**config.mk**
```make
export PLATFORM = sky130hd
export DESIGN_NAME = latch_write_sched
export DESIGN_NICKNAME = d
export VERILOG_FILES = /design/src/rtl/latch_sched_pkg.sv /design/src/rtl/sched_arbiter.sv /design/src/rtl/latch_write_sched.sv
export SDC_FILE = /design/constraint.sdc
export NUM_CORES = 1
export LEC_CHECK = 0
export ABC_AREA = 1
export CAP_MARGIN = 10
export CORE_UTILIZATION = 35
export DETAILED_ROUTE_END_ITERATION = 16
export GPL_TIMING_DRIVEN = 0
export HOLD_SLACK_MARGIN = 0.06
export PLACE_DENSITY_LB_ADDON = 0.05
export SYNTH_ARGS = -nofsm -noshare
export SYNTH_HDL_FRONTEND = slang
export SYNTH_SLANG_ARGS = --single-unit
```
**constraint.sdc**
```tcl
create_clock -name CLK -period 1.1 [get_ports CLK]
set_input_delay 0.165 -clock CLK [delete_from_list [all_inputs] [get_ports CLK]]
set_output_delay 0.165 -clock CLK [all_outputs]
set_load 0.03 [all_outputs]
```
**src/rtl/latch_sched_pkg.sv**
```systemverilog
// Shared types and defaults for the latch write scheduler.
// Optional round-robin arbitration is enabled by defining LATCH_SCHED_RR_EN.
package latch_sched_pkg;
  localparam int STATE_W    = 2;
  localparam int DEF_WIDTH  = 8;
  localparam int DEF_ADDR_W = 2;

  typedef enum logic [STATE_W-1:0] {
    S_IDLE   = 2'd0,
    S_SETUP  = 2'd1,
    S_ENABLE = 2'd2,
    S_HOLD   = 2'd3
  } state_e;
endpackage

```
**src/rtl/sched_arbiter.sv**
```systemverilog
// One-hot requester arbiter. Fixed priority (lowest index) by default;
// defining LATCH_SCHED_RR_EN builds a round-robin pointer advanced by upd.
module sched_arbiter
  import latch_sched_pkg::*;
#(
  parameter int N_REQ = 4
) (
  input  logic             clk,
  input  logic             rst_n,
  input  logic [N_REQ-1:0] req,
  input  logic             upd,
  output logic [N_REQ-1:0] gnt
);
`ifdef LATCH_SCHED_RR_EN
  localparam int PTR_W = $clog2(N_REQ);

  logic [PTR_W-1:0] ptr, win;
  logic             found;
  int               idx;

  // Search starts at the pointer and wraps around the request vector.
  always_comb begin
    gnt   = '0;
    win   = '0;
    found = 1'b0;
    idx   = 0;
    for (int k = 0; k < N_REQ; k++) begin
      idx = (int'(ptr) + k) % N_REQ;
      if (!found && req[idx]) begin
        found    = 1'b1;
        gnt[idx] = 1'b1;
        win      = PTR_W'(idx);
      end
    end
  end

  always_ff @(posedge clk or negedge rst_n) begin
    if (!rst_n)   ptr <= '0;
    else if (upd) ptr <= (win == PTR_W'(N_REQ-1)) ? '0 : win + 1'b1;
  end
`else
  logic unused_ok;
  assign unused_ok = ^{clk, rst_n, upd};
  assign gnt       = req & (-req);
`endif
endmodule

```
**src/rtl/latch_write_sched.sv**
```systemverilog
// Sequences shared-bus writes into a gated D-latch bank: setup, enable pulse, hold.
// Arbitration mode follows LATCH_SCHED_RR_EN (see sched_arbiter).
module latch_write_sched
  import latch_sched_pkg::*;
#(
  parameter int N_REQ     = 4,
  parameter int WIDTH     = DEF_WIDTH,
  parameter int ADDR_W    = DEF_ADDR_W,
  parameter int EN_CYCLES = 1
) (
  input  logic                      CLK,
  input  logic                      RST_N,
  input  logic [N_REQ-1:0]          req,
  input  logic [N_REQ*ADDR_W-1:0]   req_addr,
  input  logic [N_REQ*WIDTH-1:0]    req_data,
  output logic [N_REQ-1:0]          gnt,
  output logic [N_REQ-1:0]          ack,
  output logic [WIDTH-1:0]          latch_d,
  output logic [(1<<ADDR_W)-1:0]    latch_en,
  output logic                      busy
);
  localparam int NREG  = 1 << ADDR_W;
  localparam int CNT_W = (EN_CYCLES > 1) ? $clog2(EN_CYCLES) : 1;

  if (EN_CYCLES < 1) begin : g_bad_en
    $error("EN_CYCLES must be >= 1");
  end

  state_e             state;
  logic [CNT_W-1:0]   cnt;
  logic [ADDR_W-1:0]  addr_q, sel_addr;
  logic [WIDTH-1:0]   sel_data;
  logic [N_REQ-1:0]   arb_gnt;
  logic [NREG-1:0]    addr_dec;
  logic               upd;

  assign upd      = (state == S_IDLE) && (|req);
  assign addr_dec = NREG'(1) << addr_q;
  assign busy     = (state != S_IDLE);

  sched_arbiter #(.N_REQ(N_REQ)) u_arb (
    .clk   (CLK),
    .rst_n (RST_N),
    .req   (req),
    .upd   (upd),
    .gnt   (arb_gnt)
  );

  always_comb begin
    sel_addr = '0;
    sel_data = '0;
    for (int i = 0; i < N_REQ; i++) begin
      if (arb_gnt[i]) begin
        sel_addr = sel_addr | req_addr[i*ADDR_W +: ADDR_W];
        sel_data = sel_data | req_data[i*WIDTH +: WIDTH];
      end
    end
  end

  // latch_d is only loaded on the capture edge, so it is stable for SETUP..HOLD.
  always_ff @(posedge CLK or negedge RST_N) begin
    if (!RST_N) begin
      state    <= S_IDLE;
      cnt      <= '0;
      addr_q   <= '0;
      gnt      <= '0;
      ack      <= '0;
      latch_d  <= '0;
      latch_en <= '0;
    end else begin
      case (state)
        S_IDLE: if (|req) begin
          gnt     <= arb_gnt;
          addr_q  <= sel_addr;
          latch_d <= sel_data;
          state   <= S_SETUP;
        end
        S_SETUP: begin
          latch_en <= addr_dec;
          cnt      <= CNT_W'(EN_CYCLES - 1);
          state    <= S_ENABLE;
        end
        S_ENABLE: begin
          if (cnt == '0) begin
            latch_en <= '0;
            ack      <= gnt;
            state    <= S_HOLD;
          end else begin
            cnt <= cnt - 1'b1;
          end
        end
        S_HOLD: begin
          ack   <= '0;
          gnt   <= '0;
          state <= S_IDLE;
        end
        default: state <= S_IDLE;
      endcase
    end
  end
endmodule
```
==> flow_metrics.py, run 1 <==
metrics = {
    "worst_setup_path": {
        "required_ps": 940,
        "start_kind": "register",
        "worstPathArrival_ps": 1130,
        "cp_max_fo": 3,
        "rr_worst_depth": 7,
        "cp-end-kind": "primary output",
        "critical_path_class": "register to primary output",
    },
    "timing": {
        "slew-limit-headroom_pct": 27.4,
        "min_period_ps": 1290,
        "finalHoldViolations": 0,
        "slew_viol_final": 0,
        "setup_tns_ps": -2770,
        "finalCritPeriodShare_pct": 117,
        "rsz0062_at_grt": "yes",
        "worstMarginPinSlew_ps": 1090,
        "report.final.setup_viol": 25,
        "skew_ps": 3.80,
        "max_freq_mhz": 775,
        "setup_slack_ps": -191,
    },
    "synth": {
        "avgSynthCellArea_um2": 7.40,
        "syn-num-nets": 242,
        "synth-compound-area-share_pct": 4.93,
        "ys_ff_latch": 24,
        "synth_area_um2": 1420,
        "ys_seq_area_share_pct": 42.3,
        "synth_simple_gate_area_share_pct": 37.8,
        "synth_top_family_by_area": "simple AND/OR/NAND/NOR gates",
        "synth_fa_ha_area_share_pct": 3.52,
        "synth_mux_area_share_pct": 0,
        "yosysUniqueCellTypes": 18,
        "ys_warn_count": 0,
        "synthCells": 192,
        "synth_xor_area_share_pct": 0,
    },
    "floorplan": {
        "fp.dieW_um": 65.7,
        "io_pins": 67,
        "fp.coreArea_um2": 3770,
        "die-area_um2": 4320,
        "rows": 22,
        "start_util_pct": 37.7,
        "die_h_um": 65.7,
    },
    "pwr": {
        "p_leak_nw": 1.27,
        "ir_worst_vdd_uv": 1100,
        "p_per_area_nw_per_um2": 2540,
        "p_total_mw": 6.69,
    },
    "clocking": {
        "cts_tree": "built",
        "cts_buffers": 3,
        "cts.sink_count": 24,
        "clock_path_buffers": 2,
        "clk_pin_slew_worst_paths_ps": 80,
        "h-tree-depth": 1,
        "root_buffer": "clkbuf_8",
        "clkLatencyLatePin_ps": 270,
    },
    "drt": {
        "antenna_left": 0,
        "drt_wl_total_mm": 4.47,
        "post-route-drc-count": 0,
        "vias_per_cell": 4.87,
        "routed-via-count": 1594,
        "wl_per_cell_um": 13.7,
        "first_pass_iters": 5,
        "dr.first_iter.drc_count": 67,
    },
    "final_layout": {
        "final_cell_mix": "clkdlybuf4s50_1, nand2_1, nand3_1",
        "antenna_cells": 0,
        "syn_to_final_growth_pct": 85.1,
        "final_net_count": 330,
        "fin_cells": 327,
        "final_common_cell": "clkdlybuf4s50_1",
        "drive_gt1_share_pct": 38.0,
        "final_core_utilization_pct": 69.7,
    },
    "global_route": {
        "grt_use_total_pct": 21.5,
        "antenna_found_initial": 0,
        "grt_pass1_vias": 1643,
        "grt_pass1_wl_mm": 7.04,
        "grt_max_degree": 25,
        "grt_overflow": 0,
    },
    "place": {
        "port_buffers": 66,
        "place_congestion": 0.761,
        "dp.cells": 306,
        "dp_hpwl_mm": 3.03,
    },
    "flow_run": {
        "drv_cap": 0,
    },
    "outcome": {
        "outcome": "finished with violations",
        "violations": "negative setup slack",
    },
    "min_path": {
        "min_path_type": "input pin to async pin",
    },
}
==> per-layer routing <==
layer | vias up | routed length (um) | global-route usage (%) | part of all wire [%]
met1 | 731 | 1850 | 24.3 | 41
met5 | - | 0 | 0 | 0
met4 | 0 | 35 | 3.80 | 0.78
met2 | 49 | 2330 | 40.2 | 52
li1 | 810 | - | - | -
met3 | 4 | 247 | 5.56 | 5.5
==> where the power goes <==
group	switching (mW)	leakage, nW	total [mW]	internal (mW)
logic	2.43	0.925	4.39	1.96
registers	0.292	0.312	1.53	1.23
clock network	0.285	0.0357	0.772	0.486
==> cell type report <==
type                       instances  area (um^2)
clock buffer                       3         41.3
fill                             295         1140
tap                               48         60.1
clock inverter                     1         30.0
sequential                        24          601
multi-input combinational        134          957
timing repair buffer              83          743
inverter                          24          110
buffer                            10         86.3
==> what timing repair did <==
action,4_1_cts,5_1_grt
hold endpoints to repair,0,0
endpoints found under the setup margin,65,26
buffers inserted,12,4
pin swaps,6,25
gates resized for setup,138,62
hold buffers,0,0
gates cloned,1,1
==> flip-flops by register name, indices dropped and copies added, names as in the netlist <==
name and cells:
addr_q 2, gnt 4, state 2, latch_en 4, latch_d 8, ack 4
==> Yosys cell counts <==
cell type   n  area share [%]
clkbuf_1    1            0.26
nand2_2     1            0.44
nand3_1    44              16
dfrtp_1    24              42
nand4_1    10             4.4
buf_4       5             2.6
inv_1      23             6.1
o21ai_0     6             2.1
inv_2       1            0.26
o32ai_1     4             2.5
buf_6       2             1.6
a21oi_1     1            0.35
nor2_4      1            0.79
buf_2       1            0.35
nand2_1    62              16
nor2_1      1            0.26
buf_1       1            0.26
ha_1        4             3.5
==> logic make-up after synthesis <==
group,count (synthesis)
compound gates,11
simple gates,119
flops,24
fa+ha+maj,4
buf+inv,34
==> worst max-delay path: stages (launching register included) <==
cell     delay, ps
dfrtp_1        400
inv_2          110
ha_4           170
inv_2           50
buf_6          130
==> path summary, 6_finish.rpt <==
check                                  startpoint                      end  slack [ps]
setup / recovery             state[0]$_DFFE_PN0P_                     busy        -190
hold / removal                              RST_N       gnt[1]$_DFFE_PN0P_         210
setup reg to reg             state[0]$_DFFE_PN0P_   latch_d[3]$_DFFE_PN0P_        -150
hold reg to reg            latch_d[5]$_DFFE_PN0P_   latch_d[5]$_DFFE_PN0P_         480
max in group asynchronous                   RST_N  latch_en[3]$_DFFE_PN0P_         240
min in group CLK                           req[1]     state[0]$_DFFE_PN0P_         430
==> through the flow <==
stage          hold slack (ps)  cell area [um^2]  setup WS, ps
4_1_cts                    232              2330          -147
3_5_place_dp               465              2160          -408
5_1_grt                    282              2630          -234
2_1_floorplan             -131              1440         -17.2
3_3_place_gp               465              2160          -435
6_report                   212              2630          -191
No activity file was read; power rests on OpenSTA's default activity.
==> run 2: changes to the inputs <==
- HOLD_SLACK_MARGIN: 0.06 -> not set
==> results of run 2 <==
No change in the layout: final DEF, timing and power equal those of run 1.
==> run 3: changes to the inputs <==
- CORE_ASPECT_RATIO: not set -> 0.8
- CTS_CLUSTER_SIZE: not set -> 16
==> flow_metrics.py, run 3 (synthesized netlist as in run 1, its figures left out) <==
metrics = {
    "timing": {
        "min_period_ps": 1280,
        "slew_viol_final": 0,
        "setup_slack_ps": -183,
        "skew_ps": 4.70,
        "report.final.setup_viol": 21,
        "finalCritPeriodShare_pct": 117,
        "max_freq_mhz": 779,
        "slew-limit-headroom_pct": 32.4,
        "rsz0062_at_grt": "yes",
        "whs_ps": 178,
        "worstMarginPinSlew_ps": 1010,
        "finalHoldViolations": 0,
    },
    "drt": {
        "vias_per_cell": 4.77,
        "post-route-drc-count": 0,
        "first_pass_iters": 4,
        "dr.first_iter.drc_count": 59,
        "antenna_left": 0,
        "wl_per_cell_um": 12.5,
        "routed-via-count": 1560,
        "drt_wl_total_mm": 4.09,
    },
    "flow_run": {
        "drv_cap": 0,
    },
    "worst_setup_path": {
        "start_kind": "register",
        "cp-end-kind": "primary output",
        "critical_path.cell_chain": "inv_2 -> ha_4 -> inv_2 -> buf_6",
        "required_ps": 940,
        "worstPathArrival_ps": 1120,
        "crit_buf_inv": 3,
        "slowest_delay_ps": 430,
        "crit_path_frequent_cell": "inv_2",
        "critical_path_class": "register to primary output",
        "cp_max_fo": 4,
        "setup.worst_path.start": "state[1]$_DFFE_PN0P_",
        "path_delay_family": "flip-flops",
        "crit_slowest_cell": "dfrtp_1",
        "crit-reg2reg-launch": "state[1]$_DFFE_PN0P_",
    },
    "final_layout": {
        "syn_to_final_growth_pct": 59.6,
        "final_common_cell": "nand2_1",
        "top_register": "latch_d",
        "largest_register_ffs": 8,
        "final_cell_mix": "nand2_1, nand3_1, clkdlybuf4s50_1",
        "final_core_utilization_pct": 59.2,
        "drive_gt1_share_pct": 23.2,
        "final_net_count": 323,
        "antenna_cells": 0,
    },
    "global_route": {
        "antenna_found_initial": 0,
        "grt_use_total_pct": 19.5,
        "grt_overflow": 0,
        "grt_pass1_vias": 1488,
        "grt_pass1_wl_mm": 6.53,
        "grt_max_degree": 25,
    },
    "min_path": {
        "min_path_type": "input pin to async pin",
    },
    "pwr": {
        "p_leak_nw": 1.15,
        "ir_worst_vdd_uv": 1310,
        "p_per_area_nw_per_um2": 2230,
    },
    "place": {
        "dp_hpwl_mm": 3.00,
        "port_buffers": 66,
        "place_congestion": 0.781,
    },
    "clocking": {
        "clkLatencyLatePin_ps": 270,
        "cts.sink_count": 24,
        "cts_hold_buf": 0,
        "clk_pin_slew_worst_paths_ps": 80,
        "clock_path_buffers": 2,
        "h-tree-depth": 1,
        "cts_buffers": 3,
        "cts_tree": "built",
        "root_buffer": "clkbuf_8",
    },
    "outcome": {
        "violations": "negative setup slack",
        "outcome": "finished with violations",
    },
    "floorplan": {
        "fp.dieW_um": 73.2,
        "die_h_um": 59.0,
        "start_util_pct": 37.1,
        "die-area_um2": 4320,
        "fp.coreArea_um2": 3830,
        "rows": 20,
        "io_pins": 67,
    },
}
-- run 3: changes by cell type in the layout (fill, tap and decap cells not counted), moves of 3 or more --
cell     previous run  this run
o21ai_2             3         0
buf_6               8         4
nand3_2            10         0
nand2_4             7         0
nand2_1            40        61
nand2_2            14         2
nand3_1            33        43
-- run 3: worst paths after layout --
path	end	slack [ps]	cells after the start
max in group asynchronous	latch_en[3]$_DFFE_PN0P_	300	1
min in group CLK	state[0]$_DFFE_PN0P_	340	4
worst max-delay path	busy	-180	4
worst min register to register	latch_d[1]$_DFFE_PN0P_	480	2
worst max register to register	state[0]$_DFFE_PN0P_	-180	6
worst min-delay path	gnt[1]$_DFFE_PN0P_	180	1
-- run 3: power breakdown --
group | leakage, nW | internal (mW) | total, mW | switching [mW]
Combinational | 0.805 | 1.20 | 3.00 | 1.80
Sequential | 0.312 | 1.24 | 1.47 | 0.231
Clock | 0.0288 | 0.320 | 0.588 | 0.269
Total | 1.15 | 2.75 | 5.06 | 2.30
-- run 3: cell type report --
cell class,instances,area (um^2)
fill,367,1560
multi-input combinational,134,732
timing repair buffer,76,637
sequential,24,601
inverter,24,95.1
buffer,10,78.8
tap,55,68.8
clock buffer,4,55.1
-- run 3: metrics by stage --
stage	setup TNS, ps	cells	area, um^2	setup WS, ps	total power, mW
2_1_floorplan	-50.4	192	1440	-17.2	3.16
3_3_place_gp	-17680	313	2160	-419	4.21
3_5_place_dp	-16410	313	2160	-407	4.22
4_1_cts	-1320	325	2240	-167	4.92
5_1_grt	-3110	327	2270	-233	5.41
6_report	-1910	327	2270	-183	5.06
-- run 3: what timing repair did --
| action | 4_1_cts | 5_1_grt |
|---|---|---|
| gates resized for setup | 117 | 13 |
| buffers inserted | 8 | 2 |
| pin swaps | 3 | 2 |
| endpoints found under the setup margin | 64 | 26 |
-- run 3: per-layer routing --
layer / share of wire (%) / GRT usage, % / routed length, um
met1: 44 / 24.7 / 1810
met2: 50 / 34.5 / 2050
met3: 5.2 / 4.42 / 212
met4: 0.51 / 3.36 / 21
met5: 0 / 0 / 0
==> edit 1: new RTL, config.mk and constraints of run 2 <==
The option `LATCH_SCHED_RR_EN` is turned on by a define.
--- a/src/rtl/sched_arbiter.sv
+++ b/src/rtl/sched_arbiter.sv
@@ -2,2 +2,4 @@
 // defining LATCH_SCHED_RR_EN builds a round-robin pointer advanced by upd.
+`define LATCH_SCHED_RR_EN
+
 module sched_arbiter
Behaviour: not the same (a bounded check fails within 10 cycles, from zero or initial values and one cycle with RST_N low).
==> edit 1 against run 2 <==
- sequential cell count is 2 higher
- setup slack worse by 0.79 ns
- design area is 22% higher
- register-to-register slack worse by 0.84 ns
- maximum frequency is 38% lower
- count of clock-buffer cells in the layout stayed put
- the run still ends with negative setup slack left
- largest cell class unchanged
- critical endpoint is now latch_d[3]$_DFFE_PN0P_
- total power is 72% higher
- synthesized area is 33% higher
- clock skew hardly changed
- wire length is 35% higher
==> edit 1: results (changes against run 2) <==
* Status: finished with violations (unchanged)
* Failing checks: negative setup slack (unchanged)
* Distinct cells, synth at 26 (was 18)
* 1st-pass router iterations at 4 (was 5)
* Syn nets at 324 (was 242)
* DPL Wire Length at 3.791 mm (was 3.032 mm)
* Crit-path slowest cell: dfrtp_1 (unchanged)
* Antenna cells at 0 (unchanged)
* Antenna Nets Post-Route at 0 (unchanged)
* Clock transition at path regs at 0.09 ns
* H-tree depth at 1 (unchanged)
* Max FFs per register at 8 (unchanged)
* Worst Path Max Fanout at 5 (was 3)
* DRT iter0 DRCs at 80 (was 67)
* Antenna violations before repair at 0 (unchanged)
* Main area contributors after synthesis: dfrtp_1 (34%), nand2_1 (18%), nand3_1 (9.5%), ha_1 (7.3%), nor2_1 (6.5%) (was dfrtp_1 (42%), nand2_1 (16%), nand3_1 (16%), inv_1 (6.1%), nand4_1 (4.4%))
* Most flop-heavy register: latch_d (unchanged)
* Later-pin clock latency in the skew report at 0.27 ns (about the same)
* Via count at 2127 (was 1594)
* Largest net degree at the start of global routing at 27 (was 25)
* Fin nets at 424 (was 330)
* Top cells by count, synth: nand2_1 (90), nand3_1 (36), nor2_1 (33) (was nand2_1 (62), nand3_1 (44), dfrtp_1 (24))
* Met2 usage at 37.00% (was 40.18%)
* Fin worst setup slack at -0.9859 ns (was -0.1911 ns)
* Clock root buffer: clkbuf_8 (unchanged)
* Worst slew pin tran at 0.5880 ns (was 1.089 ns)
* Yosys warns at 0 (unchanged)
* Port Buffers at 66 (unchanged)
* Wire length per cell at 13.85 um (was 13.66 um)
* Fraction of layout instances using a drive strength above 1 at 36.34% (was 37.99%)
* Area delta synth->final at 69.02% (was 85.11%)
* Filler cells at 464 (was 295)
* DP Area at 2753 um2 (was 2156 um2)
* EDFF count, synth at 0 (unchanged)
* CP peak stage delay at 0.40 ns (about the same)
* Sequential element share of the synthesized area at 34.35% (was 42.29%)
* RD Place Congestion at 0.8117 (was 0.7611)
* Vias in the first global route at 2017 (was 1643)
* Total GRT Usage at 21.10% (was 21.48%)
* TritonCTS Buffers at 3 (unchanged)
* Peak VDD IR at 2.137 mV (was 1.101 mV)
* Pleak at 1.487 nW (was 1.273 nW)
* CTS Buffer Depth at 2 (unchanged)
* Worst hold path type: input pin to async pin (unchanged)
* GR Util met3 at 1.984% (was 5.556%)
* Met1 usage at 26.86% (was 24.27%)
* Psw at 5.845 mW (was 3.003 mW)
* Layout Skew at 0.004132 ns (was 0.003802 ns)
* First-pass GRT wire length at 9.142 mm (was 7.044 mm)
* Synth async-reset ratio at 100.0% (unchanged)
* Final setup vio count at 26 (was 25)
* Worst EP arrival at 2.25 ns (was 1.13 ns)
-- edit 1: changes by cell type in the layout (fill, tap and decap cells not counted), sizes merged, moves of 5 or more --
cell	change
nor2	+34
nand2	+32
o21ai	+12
buf	+9
nand4	-9
ha	+7
inv	-5
-- edit 1: routing by layer --
layer | up-vias | part of all wire [%]
met5 | - | 0
met4 | 0 | 2.6
met3 | 15 | 6.0
met2 | 77 | 52
met1 | 978 | 39
li1 | 1057 | -
-- edit 1: final timing paths --
check,start,depth (start not counted),slack (ns),end
max,register,15,-0.99,latch_d[3]$_DFFE_PN0P_
min,RST_N,2,0.42,latch_en[0]$_DFFE_PN0P_
min in group CLK,req[2],4,0.47,state[0]$_DFFE_PN0P_
max in group asynchronous,RST_N,3,0.23,u_arb.ptr[1]$_DFFE_PN0P_
max reg2reg,register,15,-0.99,latch_d[3]$_DFFE_PN0P_
min reg2reg,latch_en[0]$_DFFE_PN0P_,2,0.50,latch_en[0]$_DFFE_PN0P_
-- edit 1: stage by stage --
step	std cells	setup slack (ns)	hold slack, ns	power, mW	setup TNS, ns
6_report	436	-0.9859	0.4167	11.48	-15.98
5_1_grt	436	-1.086	0.4818	12.35	-18.09
2_1_floorplan	267	-0.8073	-0.1306	6.765	-12.51
4_1_cts	430	-0.9439	0.2699	10.53	-15.13
3_3_place_gp	403	-1.145	0.4742	8.565	-33.48
3_5_place_dp	403	-1.135	0.4779	8.596	-32.93
-- edit 1: repair_timing --
item / 4_1_cts / 5_1_grt
setup endpoints to repair: 72 / 27
pin swaps: 23 / 14
resized for setup: 154 / 33
setup buffers: 19 / 6
endpoints found under the hold margin: 0 / 6
cloned: 4 / 1
hold buffers: 0 / 1
-- edit 1: power by group through the flow --
| stage | sequential (mW) | clock (mW) | combinational [mW] |
|---|---|---|---|
| final | 1.66 | 0.800 | 9.03 |
| after CTS | 1.63 | 0.802 | 8.10 |
| after global placement | 1.69 | 0 | 6.87 |
| after global routing | 1.70 | 0.836 | 9.81 |
| after floorplan | 2.19 | 0 | 4.57 |
| after detailed placement | 1.70 | 0 | 6.90 |
-- edit 1: area by class of cell --
cell class                 count  area share [%]
inverter                      21           3.126
buffer                         8           2.618
clock buffer                   3           1.290
multi-input combinational    213           43.22
sequential                    26           20.36
timing repair buffer          94           25.71
tap                           70           2.735
clock inverter                 1          0.9379
-- edit 1: cells by family (layout without fill, tap and decap cells) --
kind of cell	after synthesis	count (layout)	synth area share [%]
compound gates	25	25	7.332
fa+ha+maj	11	11	7.265
buf+inv	29	127	8.256
flops	26	26	34.35
simple gates	176	177	42.80
-- edit 1: worst max-delay path: cells and delay by family (launching register included) --
family	cells	cell delay (ns)
flops	1	0.40
buf+inv	5	0.51
simple gates	8	0.61
compound gates	1	0.20
fa+ha+maj	1	0.26
==> edit 2: new RTL, config.mk and constraints of run 2 <==
Without the edit above. Re-encode `state_e` (4 states) as one-hot, 4 bits wide.
--- a/src/rtl/latch_sched_pkg.sv
+++ b/src/rtl/latch_sched_pkg.sv
@@ -7,7 +7,7 @@
 
-  typedef enum logic [STATE_W-1:0] {
-    S_IDLE   = 2'd0,
-    S_SETUP  = 2'd1,
-    S_ENABLE = 2'd2,
-    S_HOLD   = 2'd3
+  typedef enum logic [3:0] {
+    S_IDLE   = 4'b0001,
+    S_SETUP  = 4'b0010,
+    S_ENABLE = 4'b0100,
+    S_HOLD   = 4'b1000
   } state_e;
Behaviour: no difference found for any inputs over 10 cycles, from zero or initial values and one cycle with RST_N low; not proved beyond that.
==> edit 2 against run 2 <==
- the flow still finishes with violations (negative setup slack)
- first-iteration DRC count is 24% higher
- cell count is 0.31% higher
- wire length is 12% lower
- critical path depth stayed put
- setup slack worse by 0.026 ns
- sequential share of layout area is 4.9 points higher
- via count is 2.5% lower
- design area is 11% lower
- sequential cell count is 2 higher
- total power is 17% lower
- synthesized area is 2.8% higher
- highest routed layer unchanged
==> edit 2: results (changes against run 2) <==
* Status: finished with violations (unchanged)
* Failing checks: negative setup slack (unchanged)
* Filler cells at 411 (was 295)
* FF-to-FF setup slack at -0.18 ns (was -0.15 ns)
* Fin worst setup slack at -0.2171 ns (was -0.1911 ns)
* DRT iter0 DRCs at 83 (was 67)
* Via count at 1554 (was 1594)
* Worst reg2reg path depth at 8 (was 7)
* Largest net degree at the start of global routing at 27 (was 25)
* Fin Setup TNS at -3.384 ns (was -2.769 ns)
* Sequential element share of the synthesized area at 44.64% (was 42.29%)
* 1st-pass router iterations at 4 (was 5)
* Worst Path Max Fanout at 2 (was 3)
* Placed cells at 312 (was 306)
* First-pass GRT wire length at 6.065 mm (was 7.044 mm)
* Top cells by count, synth: nand2_1 (54), nand3_1 (40), dfrtp_1 (25) (was nand2_1 (62), nand3_1 (44), dfrtp_1 (24))
* Count of non-filler cells in the finished layout at 328 (was 327)
* Crit-path slowest cell: dfstp_2 (was dfrtp_1)
* Main area contributors after synthesis: dfrtp_1 (43%), nand2_1 (14%), nand3_1 (14%), nand4_1 (5.1%), inv_1 (4.9%) (was dfrtp_1 (42%), nand2_1 (16%), nand3_1 (16%), inv_1 (6.1%), nand4_1 (4.4%))
* Total GRT Usage at 18.12% (was 21.48%)
* WL final at 3.946 mm (was 4.466 mm)
* Worst hold path type: input pin to async pin (unchanged)
* Final setup vio count at 26 (was 25)
* Reg2reg end: latch_d[2]$_DFFE_PN0P_ (was latch_d[3]$_DFFE_PN0P_)
* Launch point of the worst reg-to-reg path: state[0]$_DFFE_PN1P_ (was state[0]$_DFFE_PN0P_)
* Top FF cell, synth: dfrtp_1 (unchanged)
* Peak VDD IR at 1.364 mV (was 1.101 mV)
* Vias in the first global route at 1405 (was 1643)
* Layout Skew at 0.004877 ns (was 0.003802 ns)
* Pleak at 1.181 nW (was 1.273 nW)
* DPL Wire Length at 2.963 mm (was 3.032 mm)
* Worst setup path end: busy (unchanged)
* Worst EP arrival at 1.15 ns (was 1.13 ns)
* Crit path kind: register to primary output (unchanged)
* Distinct cells, synth at 22 (was 18)
* RD Place Congestion at 0.7470 (was 0.7611)
-- edit 2: metrics by stage --
stage | worst slack (ns) | power, mW | area [um2] | utilization, % | hold WS, ns
after global placement | -0.4847 | 4.509 | 2190 | 54.74 | 0.4585
after CTS | -0.2398 | 5.193 | 2231 | 55.77 | 0.2732
after floorplan | -0.02915 | 3.413 | 1466 | - | -0.1306
after detailed placement | -0.4916 | 4.532 | 2190 | 54.74 | 0.4627
final | -0.2171 | 5.523 | 2347 | 58.68 | 0.4392
after global routing | -0.2723 | 5.903 | 2347 | 58.68 | 0.4778
-- edit 2: cells by family (layout without fill, tap and decap cells) --
logic type             Yosys count  count (layout)  synth area share, %
AO/OA/AOI/OAI                   12              12                4.113
buffers and inverters           36             118                11.91
flip-flops                      26              26                44.64
AND/OR/NAND/NOR                122             122                39.33
-- edit 2: worst reg2reg max path: cells and delay by family (launching register included) --
| kind | cells | cell delay (ns) |
|---|---|---|
| and+or+nand+nor | 5 | 0.37 |
| buffers and inverters | 3 | 0.32 |
| DFF | 1 | 0.54 |
-- edit 2: area by class of cell --
type | instances | area share (%)
Buffer | 11 | 3.785
Timing Repair Buffer | 78 | 29.21
Tap cell | 50 | 2.665
Inverter | 25 | 4.318
Clock inverter | 1 | 1.279
Sequential cell | 26 | 27.77
Multi-Input combinational cell | 134 | 29.21
Clock buffer | 3 | 1.759
-- edit 2: where the power goes --
group	switching (mW)	total (mW)	internal (mW)
Combinational	1.87	3.11	1.24
Sequential	0.243	1.62	1.38
Clock	0.298	0.784	0.486
-- edit 2: routing by layer --
metal  track usage (%)  routed length (um)  vias to the layer above
met2             32.45                1994                       42
met3             3.938                 196                        4
met1             22.22                1719                      709
li1                  -                   -                      799
met5                 0                   0                        -
met4             3.191                  36                        0
